<file path="src/rtl/flush_pkg.sv">
// Shared types and helpers for the flush/redirect recovery controller.
package flush_pkg;

  typedef enum logic [1:0] {
    ST_IDLE     = 2'd0,
    ST_FLUSH    = 2'd1,
    ST_DRAIN    = 2'd2,
    ST_REDIRECT = 2'd3
  } state_t;

  // Ages are computed in a fixed-width container; ROB_SIZE must not exceed 2**AGE_W.
  localparam int AGE_W = 16;

  // Distance of a ROB index from the head, modulo the ROB size (0 = oldest).
  function automatic logic [AGE_W-1:0] rob_age(input logic [AGE_W-1:0] idx,
                                               input logic [AGE_W-1:0] head,
                                               input int               idx_w);
    logic [AGE_W-1:0] mask;
    mask = (AGE_W'(1) << idx_w) - AGE_W'(1);
    return (idx - head) & mask;
  endfunction

endpackage

</file>
<file path="src/rtl/flush_redirect_ctrl_if.sv">
// Recovery-event inputs, flush/redirect outputs and merged stalls of the controller.
interface flush_redirect_ctrl_if #(
  parameter int XLEN     = 32,
  parameter int ROB_SIZE = 16
);
  localparam int IDX_W = $clog2(ROB_SIZE);

  logic             hazard_stall;
  logic [IDX_W-1:0] rob_head_idx;
  logic             mispredict_valid;
  logic [IDX_W-1:0] mispredict_rob_idx;
  logic [XLEN-1:0]  mispredict_target;
  logic             trap_valid;
  logic [XLEN-1:0]  trap_vector;
  logic             backend_quiesced;

  logic             flush_frontend;
  logic             flush_backend;
  logic             flush_all;
  logic [IDX_W-1:0] flush_rob_idx;
  logic             redirect_valid;
  logic [XLEN-1:0]  redirect_pc;
  logic             stall_fetch;
  logic             stall_decode;
  logic             stall_dispatch;
  logic             busy;
  logic [15:0]      flush_count;

  modport master (
    output hazard_stall, rob_head_idx, mispredict_valid, mispredict_rob_idx,
           mispredict_target, trap_valid, trap_vector, backend_quiesced,
    input  flush_frontend, flush_backend, flush_all, flush_rob_idx,
           redirect_valid, redirect_pc, stall_fetch, stall_decode,
           stall_dispatch, busy, flush_count
  );

  modport slave (
    input  hazard_stall, rob_head_idx, mispredict_valid, mispredict_rob_idx,
           mispredict_target, trap_valid, trap_vector, backend_quiesced,
    output flush_frontend, flush_backend, flush_all, flush_rob_idx,
           redirect_valid, redirect_pc, stall_fetch, stall_decode,
           stall_dispatch, busy, flush_count
  );
endinterface

</file>
<file path="src/rtl/flush_redirect_ctrl_rob_age_cmp.sv">
// Decides whether ROB entry a is strictly older than entry b relative to the head.
module rob_age_cmp
  import flush_pkg::*;
#(
  parameter int IDX_W = 4
) (
  input  logic [IDX_W-1:0] i_head,
  input  logic [IDX_W-1:0] i_a,
  input  logic [IDX_W-1:0] i_b,
  output logic             o_a_older
);

  logic [AGE_W-1:0] w_age_a;
  logic [AGE_W-1:0] w_age_b;

  // Wrap-aware ages; handles indices that sit numerically below the head.
  always_comb begin
    w_age_a = rob_age(AGE_W'(i_a), AGE_W'(i_head), IDX_W);
    w_age_b = rob_age(AGE_W'(i_b), AGE_W'(i_head), IDX_W);
  end

  assign o_a_older = (w_age_a < w_age_b);

endmodule

</file>
<file path="src/rtl/flush_redirect_ctrl.sv">
// Pipeline recovery sequencer: flush, wait for backend quiesce, redirect fetch.
//
//   state       | meaning
//   ------------+-----------------------------------------------------------
//   ST_IDLE     | no recovery in progress, accepts trap or mispredict
//   ST_FLUSH    | flush pulses held for FLUSH_CYCLES cycles
//   ST_DRAIN    | flushes done, waiting for backend_quiesced
//   ST_REDIRECT | one-cycle redirect strobe to fetch, new events ignored
module flush_redirect_ctrl
  import flush_pkg::*;
#(
  parameter int XLEN         = 32,
  parameter int ROB_SIZE     = 16,
  parameter int FLUSH_CYCLES = 2
) (
  input  logic                 clk,
  input  logic                 rst,
  flush_redirect_ctrl_if.slave bus
);

  localparam int IDX_W = $clog2(ROB_SIZE);
  localparam int CNT_W = (FLUSH_CYCLES > 1) ? $clog2(FLUSH_CYCLES) : 1;
  localparam logic [CNT_W-1:0] CNT_LOAD = CNT_W'(FLUSH_CYCLES - 1);

  state_t           r_state;
  state_t           w_state_nxt;
  logic [CNT_W-1:0] r_cnt;
  logic [CNT_W-1:0] w_cnt_nxt;
  logic [XLEN-1:0]  r_pend_pc;
  logic [IDX_W-1:0] r_pend_idx;
  logic             r_pend_trap;
  logic [15:0]      r_count;
  logic             w_accept;
  logic             w_mp_older;

  rob_age_cmp #(.IDX_W(IDX_W)) u_age_cmp (
    .i_head    (bus.rob_head_idx),
    .i_a       (bus.mispredict_rob_idx),
    .i_b       (r_pend_idx),
    .o_a_older (w_mp_older)
  );

  // Next-state, flush timer and event acceptance (trap beats mispredict).
  always_comb begin
    w_state_nxt = r_state;
    w_cnt_nxt   = r_cnt;
    w_accept    = 1'b0;
    case (r_state)
      ST_IDLE: begin
        w_accept = bus.trap_valid | bus.mispredict_valid;
      end
      ST_FLUSH, ST_DRAIN: begin
        if (bus.trap_valid) begin
          w_accept = 1'b1;
        end else if (bus.mispredict_valid && !r_pend_trap && w_mp_older) begin
          w_accept = 1'b1;
        end else if (r_state == ST_FLUSH) begin
          if (r_cnt == '0) w_state_nxt = ST_DRAIN;
          else             w_cnt_nxt   = r_cnt - 1'b1;
        end else if (bus.backend_quiesced) begin
          w_state_nxt = ST_REDIRECT;
        end
      end
      ST_REDIRECT: begin
        w_state_nxt = ST_IDLE;
      end
      default: begin
        w_state_nxt = ST_IDLE;
      end
    endcase
    if (w_accept) begin
      w_state_nxt = ST_FLUSH;
      w_cnt_nxt   = CNT_LOAD;
    end
  end

  // State, timer, pending event and saturating event counter.
  always_ff @(posedge clk or posedge rst) begin
    if (rst) begin
      r_state     <= ST_IDLE;
      r_cnt       <= '0;
      r_pend_pc   <= '0;
      r_pend_idx  <= '0;
      r_pend_trap <= 1'b0;
      r_count     <= '0;
    end else begin
      r_state <= w_state_nxt;
      r_cnt   <= w_cnt_nxt;
      if (w_accept) begin
        // A trap flushes everything, so its boundary is just the current head.
        r_pend_trap <= bus.trap_valid;
        r_pend_pc   <= bus.trap_valid ? bus.trap_vector  : bus.mispredict_target;
        r_pend_idx  <= bus.trap_valid ? bus.rob_head_idx : bus.mispredict_rob_idx;
        if (r_count != 16'hFFFF) r_count <= r_count + 16'd1;
      end
    end
  end

  assign bus.flush_frontend = (r_state == ST_FLUSH);
  assign bus.flush_backend  = (r_state == ST_FLUSH);
  assign bus.flush_all      = (r_state == ST_FLUSH) & r_pend_trap;
  assign bus.flush_rob_idx  = r_pend_idx;
  assign bus.redirect_valid = (r_state == ST_REDIRECT);
  assign bus.redirect_pc    = r_pend_pc;
  assign bus.busy           = (r_state != ST_IDLE);
  assign bus.flush_count    = r_count;

  // Fetch is released in REDIRECT so the new path can start immediately.
  assign bus.stall_fetch    = rst | bus.hazard_stall |
                              (r_state == ST_FLUSH) | (r_state == ST_DRAIN);
  assign bus.stall_decode   = rst | bus.hazard_stall | (r_state != ST_IDLE);
  assign bus.stall_dispatch = rst | bus.hazard_stall | (r_state != ST_IDLE);

endmodule

</file>
<file path="src/flat_wrapper.sv">
// flat-port wrapper written by rule: the top's interface ports become plain ports
module flush_redirect_ctrl_flat import flush_pkg::*;
#(
  parameter int XLEN         = 32,
  parameter int ROB_SIZE     = 16,
  parameter int FLUSH_CYCLES = 2
)
  (clk, rst, bus_hazard_stall, bus_rob_head_idx, bus_mispredict_valid, bus_mispredict_rob_idx, bus_mispredict_target, bus_trap_valid, bus_trap_vector, bus_backend_quiesced, bus_flush_frontend, bus_flush_backend, bus_flush_all, bus_flush_rob_idx, bus_redirect_valid, bus_redirect_pc, bus_stall_fetch, bus_stall_decode, bus_stall_dispatch, bus_busy, bus_flush_count);
  flush_redirect_ctrl_if #(.XLEN(XLEN), .ROB_SIZE(ROB_SIZE)) bus_i ();
  input  logic clk;
  input  logic rst;
  input wire logic [$bits(bus_i.hazard_stall)-1:0] bus_hazard_stall;
  input wire logic [$bits(bus_i.rob_head_idx)-1:0] bus_rob_head_idx;
  input wire logic [$bits(bus_i.mispredict_valid)-1:0] bus_mispredict_valid;
  input wire logic [$bits(bus_i.mispredict_rob_idx)-1:0] bus_mispredict_rob_idx;
  input wire logic [$bits(bus_i.mispredict_target)-1:0] bus_mispredict_target;
  input wire logic [$bits(bus_i.trap_valid)-1:0] bus_trap_valid;
  input wire logic [$bits(bus_i.trap_vector)-1:0] bus_trap_vector;
  input wire logic [$bits(bus_i.backend_quiesced)-1:0] bus_backend_quiesced;
  output wire logic [$bits(bus_i.flush_frontend)-1:0] bus_flush_frontend;
  output wire logic [$bits(bus_i.flush_backend)-1:0] bus_flush_backend;
  output wire logic [$bits(bus_i.flush_all)-1:0] bus_flush_all;
  output wire logic [$bits(bus_i.flush_rob_idx)-1:0] bus_flush_rob_idx;
  output wire logic [$bits(bus_i.redirect_valid)-1:0] bus_redirect_valid;
  output wire logic [$bits(bus_i.redirect_pc)-1:0] bus_redirect_pc;
  output wire logic [$bits(bus_i.stall_fetch)-1:0] bus_stall_fetch;
  output wire logic [$bits(bus_i.stall_decode)-1:0] bus_stall_decode;
  output wire logic [$bits(bus_i.stall_dispatch)-1:0] bus_stall_dispatch;
  output wire logic [$bits(bus_i.busy)-1:0] bus_busy;
  output wire logic [$bits(bus_i.flush_count)-1:0] bus_flush_count;
  assign bus_i.hazard_stall = bus_hazard_stall;
  assign bus_i.rob_head_idx = bus_rob_head_idx;
  assign bus_i.mispredict_valid = bus_mispredict_valid;
  assign bus_i.mispredict_rob_idx = bus_mispredict_rob_idx;
  assign bus_i.mispredict_target = bus_mispredict_target;
  assign bus_i.trap_valid = bus_trap_valid;
  assign bus_i.trap_vector = bus_trap_vector;
  assign bus_i.backend_quiesced = bus_backend_quiesced;
  assign bus_flush_frontend = bus_i.flush_frontend;
  assign bus_flush_backend = bus_i.flush_backend;
  assign bus_flush_all = bus_i.flush_all;
  assign bus_flush_rob_idx = bus_i.flush_rob_idx;
  assign bus_redirect_valid = bus_i.redirect_valid;
  assign bus_redirect_pc = bus_i.redirect_pc;
  assign bus_stall_fetch = bus_i.stall_fetch;
  assign bus_stall_decode = bus_i.stall_decode;
  assign bus_stall_dispatch = bus_i.stall_dispatch;
  assign bus_busy = bus_i.busy;
  assign bus_flush_count = bus_i.flush_count;
  flush_redirect_ctrl #(.XLEN(XLEN), .ROB_SIZE(ROB_SIZE), .FLUSH_CYCLES(FLUSH_CYCLES)) u_core (.clk(clk), .rst(rst), .bus(bus_i));
endmodule
</file>
<file path="config.mk">
export PLATFORM = sky130hd
export DESIGN_NAME = flush_redirect_ctrl_flat
export DESIGN_NICKNAME = d
export VERILOG_FILES = /design/src/rtl/flush_pkg.sv /design/src/rtl/flush_redirect_ctrl_if.sv /design/src/rtl/flush_redirect_ctrl_rob_age_cmp.sv /design/src/rtl/flush_redirect_ctrl.sv /design/src/flat_wrapper.sv
export SDC_FILE = /design/constraint.sdc
export NUM_CORES = 1
export LEC_CHECK = 0
export CAP_MARGIN = 10
export CORE_UTILIZATION = 42
export DETAILED_ROUTE_END_ITERATION = 12
export PLACE_DENSITY = 0.84
export SETUP_SLACK_MARGIN = 0.1
export SLEW_MARGIN = 20
export SYNTH_ARGS = -nofsm -noshare
export SYNTH_HDL_FRONTEND = slang
export SYNTH_SLANG_ARGS = --single-unit
</file>
<file path="constraint.sdc">
create_clock -name clk -period 3.3 [get_ports clk]
set_input_delay 0.495 -clock clk [delete_from_list [all_inputs] [get_ports clk]]
set_output_delay 0.495 -clock clk [all_outputs]
set_load 0.01 [all_outputs]
</file>
== After elaboration in Yosys (flattened, before gate mapping) ==
Index checks and enable logic that the tools add are counted.
Widths: inputs -> output; s select.
Word-level totals
  word-level logic and storage cells: 57
  register bits after elaboration: 56
  output and inout bits: 60
  memories kept: 0
  latch bits: 0
  memory bits (writable): 0
  input port bits: 78
  memory bits (read-only): 0
Operators by class
  multiply operators: 0
  multiplexer cells: 18
  magnitude comparators: 1
  eq/ne operators: 10
  div/mod/pow operators: 0
  $add $sub $neg: 4
  bitwise gates (word level): 6
  shift-type cells: 0
  reduce and logical (&&, ||, !) cells: 12
Operator list (number)
  $mux 32: 1
  $add 16x1->16 const B: 1
  $ne 16x16->1 const B: 1
  $mux 2: 6
  $mux 1: 8
  $sub 4x4->4: 2
  $ne 3x2->1 const B: 2
  $reduce_bool 2->1: 3
  $or 1x1->1: 5
  $reduce_and 5->1: 1
  $eq 2x2->1 const B: 2
  $lt 4x4->1: 1
  $mux 4: 1
  $ne 2x1->1 const B: 2
  $ne 4x3->1 const B: 1
  $ne 4x4->1 const B: 1
  $pmux 2 s2: 1
  $reduce_and 4->1: 1
  $reduce_bool 3->1: 1
  $eq 2x1->1 const B: 1
  $logic_and 1x1->1: 2
  $logic_not 2->1: 1
  $pmux 1 s2: 1
  $reduce_and 2->1: 1
  4 further kinds: 4

== Longest topological paths before layout ==
  word-level depth: 8
  mapped depth: 13
  gate-level depth less buffers: 12

== Modules after synthesis ==
From an unflattened synthesis, not the netlist that was laid out.
Second synthesis, totals
  cell total of the unflattened synthesis: 314
  area, all modules: 3204.3 sq um
By module, submodules not included
  flush_redirect_ctrl: times used 1, sequential area each 1401.3 sq um, cells each 279, area each 2906.5 sq um
  rob_age_cmp: times used 1, sequential area each 0.0 sq um, cells each 35, area each 297.8 sq um

== Least setup slack after synthesis ==
Ideal clock, no wire load.
  path type: input -> register
  start point: in bus_rob_head_idx[1]
  end point: reg u_core.r_state[1]
  cell stages on the path: 11
  path slack: 0.694 ns
  data required time: 3.218 ns
  setup time: 0.082 ns
  buffers on the path: 0
  arrival time: 2.524 ns
  path through: inv_1 > ha_1 > a21o_1 > a21oi_1 > xnor2_1 > ha_1 > o211ai_2 > nor2_4 > nor2_1 > or4b_1 > a31oi_1
Between the ends
  longest elaborated chain between the ends: 8
  elaborated cells on any way between the ends: 14
  those cells by class: 2 x add/sub; 1 x order compare; 4 x eq/ne; 4 x mux; 3 x reduce/logical
RTL lines
  start, declared: RTL line flat_wrapper.sv:13  | input wire logic [$bits(bus_i.rob_head_idx)-1:0] bus_rob_head_idx;
  $sub 4x4->4: RTL line flush_pkg.sv:20  | return (idx - head) & mask;
  $lt 4x4->1 (*): RTL line flush_redirect_ctrl_rob_age_cmp.sv:22  | assign o_a_older = (w_age_a < w_age_b);
  $logic_and 1x1->1 (*): RTL line flush_redirect_ctrl.sv:55  | end else if (bus.mispredict_valid && !r_pend_trap && w_mp_older) begin
  $mux 1: RTL line flush_redirect_ctrl.sv:55
  $mux 1: RTL line flush_redirect_ctrl.sv:53  | if (bus.trap_valid) begin
  $pmux 1 s2: RTL line flush_redirect_ctrl.sv:48  | case (r_state)
  $ne 4x4->1 (no line), or another cell as far along
  $reduce_and 5->1 (no line)
  end signal, assigned: RTL line flush_redirect_ctrl.sv:87  | r_state <= w_state_nxt;
  end, declared: RTL line flush_redirect_ctrl.sv:25  | state_t r_state;
Mark *: on every way between the ends. The rest lies on a longest branch, timed or not.
A chain may end at the register's enable or synchronous reset.

== Worst setup path after layout ==
Same ends and word-level chain as after synthesis.

==> summary.txt <==
Critical path
  • Critical Path RT: 3.52 ns
  • Critical Path Start: bus_rob_head_idx[1]
  • Critical Path End Type: register
  • FF-to-FF Start: u_core.bus.flush_rob_idx[1]
  • Critical Path AT: around 3.2 ns
  • Startpoint types: input pin
  • Category of the most critical setup path: input pin to register
  • CP Max Fanout: 5

Floorplan
  • Die area: ~7700 µm²
  • Core Region: 6980 µm²
  • DIE HEIGHT: 88.0 µm
  • Ports: 138
  • Row count: 30
  • Die Width: 88.0 µm
  • Initial Util: 44.5%

Layout
  • Fraction of layout cells with a size suffix above 1: under 10%
  • Most frequent cells in the layout: 136 x clkdlybuf4s50_1, 56 x dfrtp_1, 44 x nor2_1
  • Fillers: 566
  • Fin nets: between 500 and 600
  • Commonest non-fill, non-tap cell in the layout: clkdlybuf4s50_1
  • ANT cells: 0
  • Layout area overhead: 49.9%
  • Final instance area: 4650 µm²

Logic synthesis
  • Main synth FF type: dfrtp_1
  • Asr flop ratio synth: 100%
  • Post-synth EDFFs: 0
  • Share of the synthesized area in the top cell type: 45.1%
  • Synthesized cell area: 3100 µm²
  • Post-synth cell types: 38
  • Post-Synthesis Cells: just over 300
  • Sequential-to-total area share from yosys stat: a little under half
  • FF+latch count, synth: 56
  • YS warnings: 0
  • Synth area leaders: dfrtp_1 45%, mux2i_1 12%, a21oi_1 6.1%, ha_1 6.0%, xnor2_1 5.4%
  • Net Count, Synth: between 400 and 500
  • Syn_area_per_cell: 10.0 µm²
  • Dominant cell type by area after synthesis: dfrtp_1

Timing
  • Final Max Slew Viols: 0
  • Setup tns final: 0 ns
  • # setup viols final: 0
  • Unrepaired setup endpoints after global routing: no
  • Fin Clk Skew: 0.00330 ns
  • Tmin final: 2.97 ns
  • Crit share post-route: 90.1%
  • Rel. slew slack: 63.8%
  • Max Freq: 0.336 GHz
  • Final hold violation count: 0
  • Fin worst setup slack: about 0.33 ns
  • Least-Margin Pin Slew: approximately 0.54 ns

Routing
  • Detailed-route via count: around 2,700
  • Via density: 5.05
  • Routed length per placed instance: approximately 14 µm
  • Final ANT Viol Nets: 0
  • Final wirelength: 7.77 mm
  • First drt pass iteration count: 4
  • Initial DRC count: 109
  • DRC violations left: 0

Global routing
  • Vias in the first global route: 2,609
  • Largest net degree at the start of global routing: between 60 and 70
  • First-pass GRT wire length: 12.2 mm
  • GRT Overall Usage: 19.9%
  • Grt ovf: 0
  • Antenna violations before repair: 0

Clock network
  • Clock Latency Late Sink: 0.29 ns
  • Root Buffer: clkbuf_8
  • Post-cts resize count: 0
  • Post-CTS setup buffers: 0
  • CTS Buffer Depth: 2
  • # hold bufs at CTS: 0
  • TritonCTS Buffers: 5
  • CTS Sinks: 56
  • Clock transition at path regs: 0.09 ns
  • Htree depth: 2
  • CTS tree: built

Pwr
  • Final Power: 3.40 mW
  • Power density cells: 730 nW/µm²
  • NetSw: 1.29 mW
  • Clk pwr share: between 10% and 20%
  • Combinational power share: 54.6%
  • Lkg Pwr: around 2.0 nW
  • Reg power frac: between 30% and 40%
  • Switching share of power: 38.0%
  • Total internal power: around 2.1 mW
  • Max VDD drop: 0.358 mV

Placement
  • Cell Area, Placed: approximately 4600 µm²
  • Pre-CTS WS: 0.00705 ns
  • IO Port Bufs: 137
  • Gp weighted congestion: slightly below 0.9
  • Post-DP HPWL: 6.05 mm

Hold path
  • HP Start: u_core.bus.flush_count[7]
  • Worst min path class: register to register

Status
  • Run status: completed

Flow run
  • Max_cap viols: 0
-- kinds of logic after synthesis --
kind of cell / share of synthesized area (%)
AOI/OAI and AO/OA: 9.96
muxes: 12.0
and+or+nand+nor: 14.6
adders and majority gates: 7.34
buffers and inverters: 5.12
DFF: 45.1
xor gates and xnor gates: 5.93
-- cells in the mapped netlist (2+ instances only) --
master / instances
nor2_1: 44
dfrtp_1: 56
a21oi_1: 38
fa_1: 2
clkbuf_1: 2
a211o_1: 2
buf_4: 4
and3_1: 6
buf_2: 10
nand3_1: 8
nand4_1: 12
o21ai_0: 2
nand2_1: 10
ha_1: 15
xor2_1: 2
mux2i_1: 36
a21o_1: 2
xnor2_1: 19
nor3b_1: 2
inv_1: 19
-- metal layers --
| layer | part of all wire, % | up-vias | track usage, % |
|---|---|---|---|
| met5 | 0 | - | 0 |
| met4 | 0.21 | 0 | 2.53 |
| met3 | 6.3 | 4 | 3.96 |
| met2 | 51 | 94 | 35.9 |
| met1 | 43 | 1300 | 25.3 |
| li1 | - | 1325 | - |
-- critical path, stage by stage --
cell	delay, ns
clkdlybuf4s50_1	0.48
inv_1	0.08
ha_1	0.27
a21o_1	0.17
a21oi_1	0.17
xnor2_1	0.10
ha_1	0.31
o211ai_2	0.12
nor2_4	0.16
nor2_1	0.12
or4b_1	0.53
a31oi_1	0.17
-- per-stage QoR --
stage	util (%)	hold WS [ns]	instances
after floorplan	-	0.499	309
after global placement	65.5	0.488	532
after detailed placement	65.5	0.489	532
after CTS	66.7	0.506	539
after global routing	66.7	0.535	539
final	66.7	0.504	539
-- area by class of cell --
type	instances	area, µm²	share of cell area (%)
Clock buffer	5	68.8	1.48
Multi-Input combinational cell	218	1540	33.2
Inverter	19	71.3	1.53
Sequential cell	56	1400	30.1
Timing Repair Buffer	143	1440	30.9
Tap cell	96	120	2.58
Clock inverter	2	12.5	0.269
-- power by group through the flow --
stage	Sequential (mW)	Combinational, mW	Clock [mW]
CTS	1.19	1.87	0.366
finish	1.19	1.86	0.354
global placement	1.19	1.82	0
floorplan	1.29	0.868	0
detailed placement	1.20	1.87	0
global route	1.23	2.03	0.402
-- worst paths after layout --
check                                                   to  cells after the start  slack (ns)
worst min register to register   u_core.bus.flush_count[7]                      1        0.50
worst max register to register           u_core.r_state[1]                     10        0.63
min in group asynchronous                u_core.r_state[0]                      2        0.60
worst min-delay path             u_core.bus.flush_count[7]                      1        0.50
worst max-delay path                     u_core.r_state[1]                     12        0.33
max in group asynchronous       u_core.bus.redirect_pc[29]                      3        2.05
-- sequential cells by signal (all words and copies together), names as in the netlist --
register	count
u_core.r_state	2
u_core.bus.flush_count	16
u_core.r_cnt	1
u_core.r_pend_trap	1
u_core.bus.flush_rob_idx	4
u_core.bus.redirect_pc	32
(Power assumes the default switching activity.)
